[config.mk]
export PLATFORM = sky130hd
export DESIGN_NAME = pipe_sel_reg
export DESIGN_NICKNAME = d
export VERILOG_FILES = /design/src/rtl/pipe_sel_reg.sv
export SDC_FILE = /design/constraint.sdc
export NUM_CORES = 1
export LEC_CHECK = 0
export ABC_CLOCK_PERIOD_IN_PS = 1270
export BUFFER_PORTS_ARGS = -buffer_cell sky130_fd_sc_hd__buf_2
export CAP_MARGIN = 10
export CORE_ASPECT_RATIO = 0.75
export CORE_MARGIN = 4
export CORE_UTILIZATION = 40
export CTS_CLUSTER_SIZE = 10
export DETAILED_ROUTE_END_ITERATION = 16
export PLACE_DENSITY = 0.8
export SYNTH_ARGS = -nofsm -noshare
export SYNTH_HDL_FRONTEND = slang
export SYNTH_SLANG_ARGS = --single-unit
[constraint.sdc]
create_clock -name clk -period 1.27 [get_ports clk]
set_clock_uncertainty 0.2 [all_clocks]
set_input_delay 0.127 -clock clk [delete_from_list [all_inputs] [get_ports clk]]
set_output_delay 0.127 -clock clk [all_outputs]
set_load 0.005 [all_outputs]
[src/rtl/pipe_sel_reg.sv]
// pipe_sel_reg: N-way binary-indexed operand select feeding one registered pipeline stage.
// Defining PIPE_SEL_ERR_EN adds the sticky out-of-range flag output sel_err.
module pipe_sel_reg #(
    parameter int               WIDTH     = 32,
    parameter int               NUM_IN    = 4,
    parameter logic [WIDTH-1:0] RESET_VAL = {WIDTH{1'b0}},
    localparam int              SEL_W     = $clog2(NUM_IN)
) (
    input  logic                    clk,
    input  logic                    reset_n,
    input  logic [NUM_IN*WIDTH-1:0] in_data,
    input  logic [SEL_W-1:0]        sel,
    input  logic                    in_valid,
    input  logic                    stall,
    input  logic                    flush,
    output logic [WIDTH-1:0]        out_data,
    output logic                    out_valid,
`ifdef PIPE_SEL_ERR_EN
    output logic                    sel_err,
`endif
    output logic [SEL_W-1:0]        out_sel
);

    logic [WIDTH-1:0] operand_s [NUM_IN];
    logic             sel_in_range_s;
    logic [WIDTH-1:0] picked_s;
    logic             load_s;

    logic [WIDTH-1:0] data_d,  data_q;
    logic             valid_d, valid_q;
    logic [SEL_W-1:0] sel_d,   sel_q;

    for (genvar i = 0; i < NUM_IN; i++) begin : g_unpack
        assign operand_s[i] = in_data[i*WIDTH +: WIDTH];
    end

    // Plain indexed mux; indices past NUM_IN select zero.
    always_comb begin
        sel_in_range_s = (int'(sel) < NUM_IN);
        picked_s       = {WIDTH{1'b0}};
        if (sel_in_range_s) begin
            picked_s = operand_s[sel];
        end else begin
            picked_s = {WIDTH{1'b0}};
        end
    end

    assign load_s = !flush && !stall;

    // Next-state for the stage register: flush beats stall beats load.
    always_comb begin
        data_d  = data_q;
        valid_d = valid_q;
        sel_d   = sel_q;
        if (flush) begin
            data_d  = RESET_VAL;
            valid_d = 1'b0;
            sel_d   = {SEL_W{1'b0}};
        end else if (stall) begin
            data_d  = data_q;
            valid_d = valid_q;
            sel_d   = sel_q;
        end else begin
            valid_d = in_valid;
            sel_d   = sel;
            if (in_valid) begin
                data_d = picked_s;
            end else begin
                data_d = data_q;
            end
        end
    end

    // Stage register.
    always_ff @(posedge clk or negedge reset_n) begin
        if (!reset_n) begin
            data_q  <= RESET_VAL;
            valid_q <= 1'b0;
            sel_q   <= {SEL_W{1'b0}};
        end else begin
            data_q  <= data_d;
            valid_q <= valid_d;
            sel_q   <= sel_d;
        end
    end

    assign out_data  = data_q;
    assign out_valid = valid_q;
    assign out_sel   = sel_q;

`ifdef PIPE_SEL_ERR_EN
    logic err_d, err_q;

    // Sticky: only reset_n clears it, flush and stall leave it alone.
    always_comb begin
        err_d = err_q;
        if (load_s && in_valid && !sel_in_range_s) begin
            err_d = 1'b1;
        end else begin
            err_d = err_q;
        end
    end

    // Error flag register.
    always_ff @(posedge clk or negedge reset_n) begin
        if (!reset_n) begin
            err_q <= 1'b0;
        end else begin
            err_q <= err_d;
        end
    end

    assign sel_err = err_q;
`endif

endmodule
**Yosys cells after proc, flatten, opt, wreduce, memory -nomap -nowiden**

Index checks and enable logic that the tools add are counted.

- Flip-flop bits (word level): 35
- Input port bits: 135
- Output and inout port bits: 35
- Logic and storage cells: 18

- Order comparisons: 1
- Equality and inequality tests: 1
- Mux-type cells: 10
- Bitwise logic cells: 1
- Reduce and logical (&&, ||, !) cells: 2

Operator list:

| cell | number |
|---|---|
| $mux 32 | 5 |
| $bmux 32 s2 | 1 |
| $mux 2 | 2 |
| $ge 3x3->1 const B | 1 |
| $not 2->3 | 1 |
| $mux 1 | 2 |
| $ne 2x1->1 const B | 1 |
| $reduce_and 2->1 | 1 |
| $reduce_bool 2->1 | 1 |

**Logic depth before layout (Yosys ltp)**

Gate-level depths: netlist of the first run.

- Depth after elaboration: 7
- Depth in mapped cells: 6
- Mapped depth without buffers: 3

**Least setup slack after synthesis of the first run**

Ideal clock, no wire load.

- Path kind: input port to flip-flop
- From: input stall
- To: register data_q[0] (netlist: out_data[0])
- Setup time: 0.064 ns
- Arrival: 1.213 ns
- Data required time: 1.006 ns
- Setup slack: -0.208 ns
- Stages on the path: 6
- Path buffers: 3
- Path through: buf_6 -> or4b_4 -> buf_6 -> buf_8 -> o22ai_1 -> a21o_1

- Cells in the longest elaborated chain, start to end: 2

RTL lines:

| element | RTL line | RTL |
|---|---|---|
| start, declared | 14 | `input logic stall,` |
| $ne 2x1->1 (no source line) | - |  |
| $reduce_and 2->1 (no source line) | - |  |
| end signal, assigned | 81 | `data_q <= data_d;` |
| end, declared | 29 | `logic [WIDTH-1:0] data_d, data_q;` |

Every way passes these cells.
A chain may end at the register's enable or synchronous reset.

**Worst setup path in the final report of the first run**

- From: input sel[1]
- To: register data_q[20] (netlist: out_data[20])

- Cells in the longest elaborated chain, start to end: 7

RTL lines:

| element | RTL line | RTL |
|---|---|---|
| start, declared | 12 | `input logic [SEL_W-1:0] sel,` |
| $not 2->3 (implied by the code) | 42 | `picked_s = operand_s[sel];` |
| $bmux 32 s2 | 42 |  |
| $mux 32 (implied by the code) (2 in series) | 42 |  |
| $mux 32 | 66 | `if (in_valid) begin` |
| $mux 32 | 59 | `end else if (stall) begin` |
| $mux 32 | 55 | `if (flush) begin` |

Every way passes these cells. The select of a mux whose other input is x is not followed.

==> flow_metrics.env, run 1 <==
export IMPL_clock_sinks=35
export IMPL_yosys_top_cells_area="dfrtp_1, mux2i_1, a21o_1"
export IMPL_core_sq_mm=0.005065
export IMPL_required_ns=1.29
export IMPL_drt_iter0_drc=33
export IMPL_hold_path_end="out_data[16]$_DFFE_PN0P_"
export IMPL_area_delta_synth_final_pct=61.53
export IMPL_n_fill_cell=402
export IMPL_num_rows=22
export IMPL_path_clk_slew_ns=0.07
export IMPL_finalCriticalPeriod_ns=1.253
export IMPL_rsz0062_at_grt="no"
export IMPL_dp_slack_ns=-0.2825
export IMPL_r2r_cells=1
export IMPL_finalCritPeriodShare_pct=98.68
export IMPL_drt_wl_total_microns=6664
export IMPL_antennaDiodeCount=0
export IMPL_status="finished, final reports clean"
export IMPL_report_final_slew_viol_count=0
export IMPL_place_hpwl_microns=5418
export IMPL_hold_path_class="input port to flip-flop"
export IMPL_vias=2226
export IMPL_synthCells=193
export IMPL_syn_area_sq_mm=0.002166
export IMPL_worst_slack_ns=0.01673
export IMPL_swShare_pct=26.02
export IMPL_max_vdd_ir_drop_uv=437.5
export IMPL_r2r_slack_ns=0.33
export IMPL_ys_flop_type="dfrtp_1"
export IMPL_drtAntennaViolNets=0
export IMPL_netlist_area_leader_share_pct=40.44
export IMPL_grt_pass1_wl_microns=10540
export IMPL_route_detailed_drc=0
export IMPL_multiInputGateArea_sq_mm=0.001358
export IMPL_setup_viol_count_final=0
export IMPL_timing_rr_end="out_data[19]$_DFFE_PN0P_"
export IMPL_hold_path_depth=4
export IMPL_cts_htree_levels=2
export IMPL_synth_fp_nets=328
export IMPL_p_per_area_mw_per_mm2=809.1
export IMPL_start_util_pct=42.76
export IMPL_power_frac_clock_pct=30.6
export IMPL_p_sw_mw=0.7365
export IMPL_power_mw=2.830
export IMPL_fmax_ghz=0.7979
export IMPL_gp_congestion=0.7395
export IMPL_dieArea_sq_mm=0.006668
export IMPL_yosysUniqueCellTypes=14
export IMPL_hold_viol_final=0
export IMPL_pin_count=170
export IMPL_cts_setup_buffers=0
export IMPL_r2r_start="out_data[19]$_DFFE_PN0P_"
export IMPL_clock_path_buffers=2
export IMPL_critical_path_class="input port to flip-flop"
export IMPL_path_max_fanout=32
export IMPL_yosysWarnings=0
export IMPL_postPlaceCellArea_sq_mm=0.003372
export IMPL_grt_pass1_vias=2328
export IMPL_final_util_pct=69.07
export IMPL_final_area_sq_mm=0.003498
export IMPL_cap_violations=0
export IMPL_async_flop_share_pct=100.0
export IMPL_placed_cells=432
export IMPL_end_kind="flip-flop"
export IMPL_max_slew_margin_rel_pct=83.64
export IMPL_hp_start="in_data[80]"
export IMPL_cts_root_buf="clkbuf_8"
export IMPL_power_internal_mw=2.094
export IMPL_wl_per_cell_microns=15.08
export IMPL_firstDrtPassIters=4
export IMPL_seqPwrFrac_pct=42.9
export IMPL_syn_avg_cell_area_sq_um=11.22
export IMPL_die_w_microns=92.97
export IMPL_finalNonFillerCells=442
export IMPL_seq_area_frac_synth_pct=40.44
export IMPL_cp_start_kind="input port"
export IMPL_layout_nets=504
export IMPL_grt_util_all_layers_pct=19.70
export IMPL_cts_made_buffers=5
export IMPL_critPathArrivalTime_ns=1.27
export IMPL_yosys_area_top_type="dfrtp_1"
export IMPL_synth_edff_count=0
export IMPL_portBuffers=169
export IMPL_overflow=0
export IMPL_antenna_found_initial=0
export IMPL_vias_per_cell=5.036
export IMPL_tightest_slew_ns=0.2385
export IMPL_synth_most_common_cell="mux2i_1"
export IMPL_drive_gt1_share_pct=61.35
export IMPL_ys_ff_latch=35
export IMPL_synthTopCellsByCount="mux2i_1, dfrtp_1, a21o_1, o22ai_1, buf_2"
export IMPL_grt_max_degree=36
export IMPL_clock_latency_ns=0.27
export IMPL_die_h_microns=71.73
export IMPL_leakage_nw=2.220
export IMPL_pwr_share_comb_pct=26.4
export IMPL_cts_tree="yes"
export IMPL_final_seq_area_sq_um=875.8
## cells by family (layout without fill, tap and decap cells)
family          Yosys count  in the layout  share of synthesized area [%]
compound gates           64             64                          20.33
buf+inv                  20            197                          6.239
flops                    35             35                          40.44
mux                      67             67                          30.96
simple gates              7              7                          2.022
## layer usage
layer / global-route usage (%) / wire (microns) / part of all wire (%) / vias up
met5: 0 / 0 / 0 / -
met4: 3.902 / 42 / 0.63 / 0
met3: 6.821 / 717 / 11 / 6
met2: 34.88 / 3196 / 48 / 107
met1: 23.34 / 2707 / 41 / 1025
li1: - / - / - / 1088
## power by group through the flow
stage	Combinational, mW	Clock [mW]	Sequential (mW)
after floorplan	0.355	0	1.24
after global placement	0.737	0	1.23
after detailed placement	0.752	0	1.23
after CTS	0.757	0.894	1.21
final	0.748	0.867	1.22
after global routing	0.823	0.957	1.22
## state kept, by name, summed over array words and instances (netlist names)
signal / count
out_valid: 1
out_data: 32
out_sel: 2
## cell usage in the layout, fill, tap and decap left out, drive strengths merged, types with 2 or more instances in the layout
| master | netlist | layout |
|---|---|---|
| dlygate4sd3 | 0 | 2 |
| a21o | 31 | 31 |
| o22ai | 31 | 31 |
| dfrtp | 35 | 35 |
| clkbuf | 5 | 8 |
| nor2 | 5 | 5 |
| mux2i | 67 | 67 |
| buf | 14 | 186 |
## worst max-delay path by stage
stage           start                        to  slack, ns  depth (start not counted)
6_report       sel[1]  out_data[20]$_DFFE_PN0P_       0.02                          5
5_1_grt        sel[1]   out_data[7]$_DFFE_PN0P_      0.002                          5
4_1_cts        sel[1]  out_data[20]$_DFFE_PN0P_       0.02                          5
3_5_place_dp   sel[1]  out_data[20]$_DFFE_PN0P_      -0.28                          5
3_3_place_gp   sel[1]  out_data[20]$_DFFE_PN0P_      -0.24                          5
2_1_floorplan   stall   out_data[0]$_DFFE_PN0P_      -0.19                          6
## repair_timing
action,CTS,global route
resized for setup,0,1
endpoints found under the setup margin,0,1
hold buffers,2,0
endpoints found under the hold margin,38,0
## worst max-delay path: stages
cell and delay [ns]:
buf_2 0.10, or4b_4 0.54, buf_12 0.20, o22ai_2 0.18, a21o_1 0.10
## through the flow
stage                     hold WS (ns)  setup TNS (ns)
after floorplan                -0.3686          -5.844
after global placement         -0.1015          -6.760
after detailed placement      -0.09877          -7.459
after CTS                     0.005532               0
after global routing           0.02629               0
final                          0.01556               0
## area by class of cell
class	instances	share of cell area, %
timing repair buffer	188	30.62
tap	72	2.575
inverter	1	0.1073
sequential	35	25.04
clock buffer	8	2.861
multi-input combinational	138	38.81
Note: power is estimated with default switching activity, not from simulation.
==> run 2: changes to the inputs <==
Settings changed: PLACE_DENSITY 0.8 to 0.81.
==> flow_metrics.env, run 2 (synthesis results as in run 1) <==
export IMPL_r2r_start="out_data[19]$_DFFE_PN0P_"
export IMPL_clock_path_buffers=2
export IMPL_critPathArrivalTime_ns=1.28
export IMPL_placed_cells=433
export IMPL_n_fill_cell=421
export IMPL_finalCriticalPeriod_ns=1.259
export IMPL_multiInputGateArea_sq_mm=0.001358
export IMPL_max_vdd_ir_drop_uv=361.7
export IMPL_dieArea_sq_mm=0.006668
export IMPL_hold_path_class="input port to flip-flop"
export IMPL_worst_slack_ns=0.01053
export IMPL_die_h_microns=71.73
export IMPL_pin_count=170
export IMPL_grt_pass1_wl_microns=10540
export IMPL_fmax_ghz=0.7940
export IMPL_grt_pass1_vias=2326
export IMPL_portBuffers=169
export IMPL_num_rows=22
export IMPL_path_max_fanout=8
export IMPL_cap_violations=0
export IMPL_layout_nets=508
export IMPL_dp_slack_ns=-0.2843
export IMPL_finalNonFillerCells=446
export IMPL_wl_per_cell_microns=15.70
export IMPL_p_per_area_mw_per_mm2=798.4
export IMPL_die_w_microns=92.97
export IMPL_cp_start_kind="input port"
export IMPL_use_met2_pct=37.03
export IMPL_cts_htree_levels=2
export IMPL_hold_viol_final=0
export IMPL_power_mw=2.853
export IMPL_required_ns=1.29
export IMPL_antenna_found_initial=0
export IMPL_cts_root_buf="clkbuf_8"
export IMPL_report_final_slew_viol_count=0
export IMPL_layout_common_cells="buf_2, mux2i_1, dfrtp_1, o22ai_2, a21o_1"
export IMPL_finalCritPeriodShare_pct=99.17
export IMPL_drt_wl_total_microns=7004
export IMPL_status="finished, final reports clean"
export IMPL_hp_start="in_data[79]"
export IMPL_place_hpwl_microns=5544
export IMPL_timing_rr_end="out_data[19]$_DFFE_PN0P_"
export IMPL_largest_register_ffs=32
export IMPL_r2r_cells=1
export IMPL_postPlaceCellArea_sq_mm=0.003379
export IMPL_drt_iter0_drc=40
export IMPL_setup_viol_count_final=0
export IMPL_clock_sinks=35
export IMPL_vias=2243
export IMPL_grt_util_all_layers_pct=19.66
export IMPL_final_area_sq_mm=0.003573
export IMPL_layout_commonest_cell="buf_2"
export IMPL_start_util_pct=42.76
export IMPL_top_usage_layer="met2"
export IMPL_gp_congestion=0.7531
export IMPL_route_detailed_drc=0
export IMPL_met3_usage_pct=5.247
export IMPL_cts_tree="yes"
export IMPL_critical_path_class="input port to flip-flop"
export IMPL_hold_path_end="out_data[15]$_DFFE_PN0P_"
export IMPL_rsz0062_at_grt="yes"
export IMPL_met1_usage_pct=21.84
export IMPL_leakage_nw=2.259
export IMPL_drive_gt1_share_pct=61.76
export IMPL_area_delta_synth_final_pct=64.99
export IMPL_clock_latency_ns=0.28
export IMPL_cts_made_buffers=5
export IMPL_overflow=0
export IMPL_hold_slack_ns=0.01165
export IMPL_final_seq_area_sq_um=875.8
export IMPL_cts_setup_buffers=0
export IMPL_grt_max_degree=36
export IMPL_drtAntennaViolNets=0
export IMPL_antennaDiodeCount=0
export IMPL_core_sq_mm=0.005065
export IMPL_vias_per_cell=5.029
export IMPL_tightest_slew_ns=0.2262
export IMPL_r2r_slack_ns=0.32
export IMPL_hold_path_depth=4
export IMPL_max_slew_margin_rel_pct=84.49
export IMPL_end_kind="flip-flop"
export IMPL_path_clk_slew_ns=0.07
export IMPL_firstDrtPassIters=4
-- run 2: cell types whose count changed in the layout (fill, tap and decap cells not counted) --
cell and change:
buf_2 -1, buf_4 +1, buf_6 +2, clkbuf_16 +2
-- run 2: worst max-delay path by stage --
stage,slack (ns),from,cells after the start,to
after floorplan,-0.19,stall,6,out_data[0]$_DFFE_PN0P_
after global placement,-0.24,sel[1],5,out_data[20]$_DFFE_PN0P_
after detailed placement,-0.28,sel[1],5,out_data[20]$_DFFE_PN0P_
after CTS,0.02,sel[1],5,out_data[20]$_DFFE_PN0P_
after global routing,-0.006,stall,5,out_data[24]$_DFFE_PN0P_
final,0.01,stall,5,out_data[28]$_DFFE_PN0P_
-- run 2: timing repair --
action,CTS,global route
resized for setup,0,2
hold endpoints to repair,38,0
endpoints found under the setup margin,0,1
hold buffers,2,0
-- run 2: power by group --
part	switching (mW)	internal (mW)	total, mW
logic	0.333	0.433	0.765
clock network	0.377	0.495	0.871
registers	0.0366	1.18	1.22
total	0.746	2.11	2.85
-- run 2: layout make-up --
type	count	area share (%)
clock buffer	8	2.801
inverter	1	0.1050
multi-input combinational	138	37.99
sequential	35	24.51
tap	72	2.521
timing repair buffer	192	32.07
-- run 2: metrics by stage --
stage,TNS (ns),utilization (%)
after detailed placement,-7.753,66.72
after floorplan,-5.844,-
after CTS,0,69.10
after global placement,-6.687,66.72
after global routing,-0.02034,70.55
final,0,70.55
-- run 2: routing by layer --
layer,share of wire (%),vias to the layer above,wire length (microns)
met5,0,-,0
met4,0.81,0,57
met3,9.3,5,652
met2,51,112,3543
met1,39,1031,2751
li1,-,1095,-
-- run 2: worst max-delay path: stages --
cell       delay [ns]
buf_6            0.09
or4b_4           0.60
clkbuf_16        0.21
o22ai_2          0.13
a21o_1           0.10
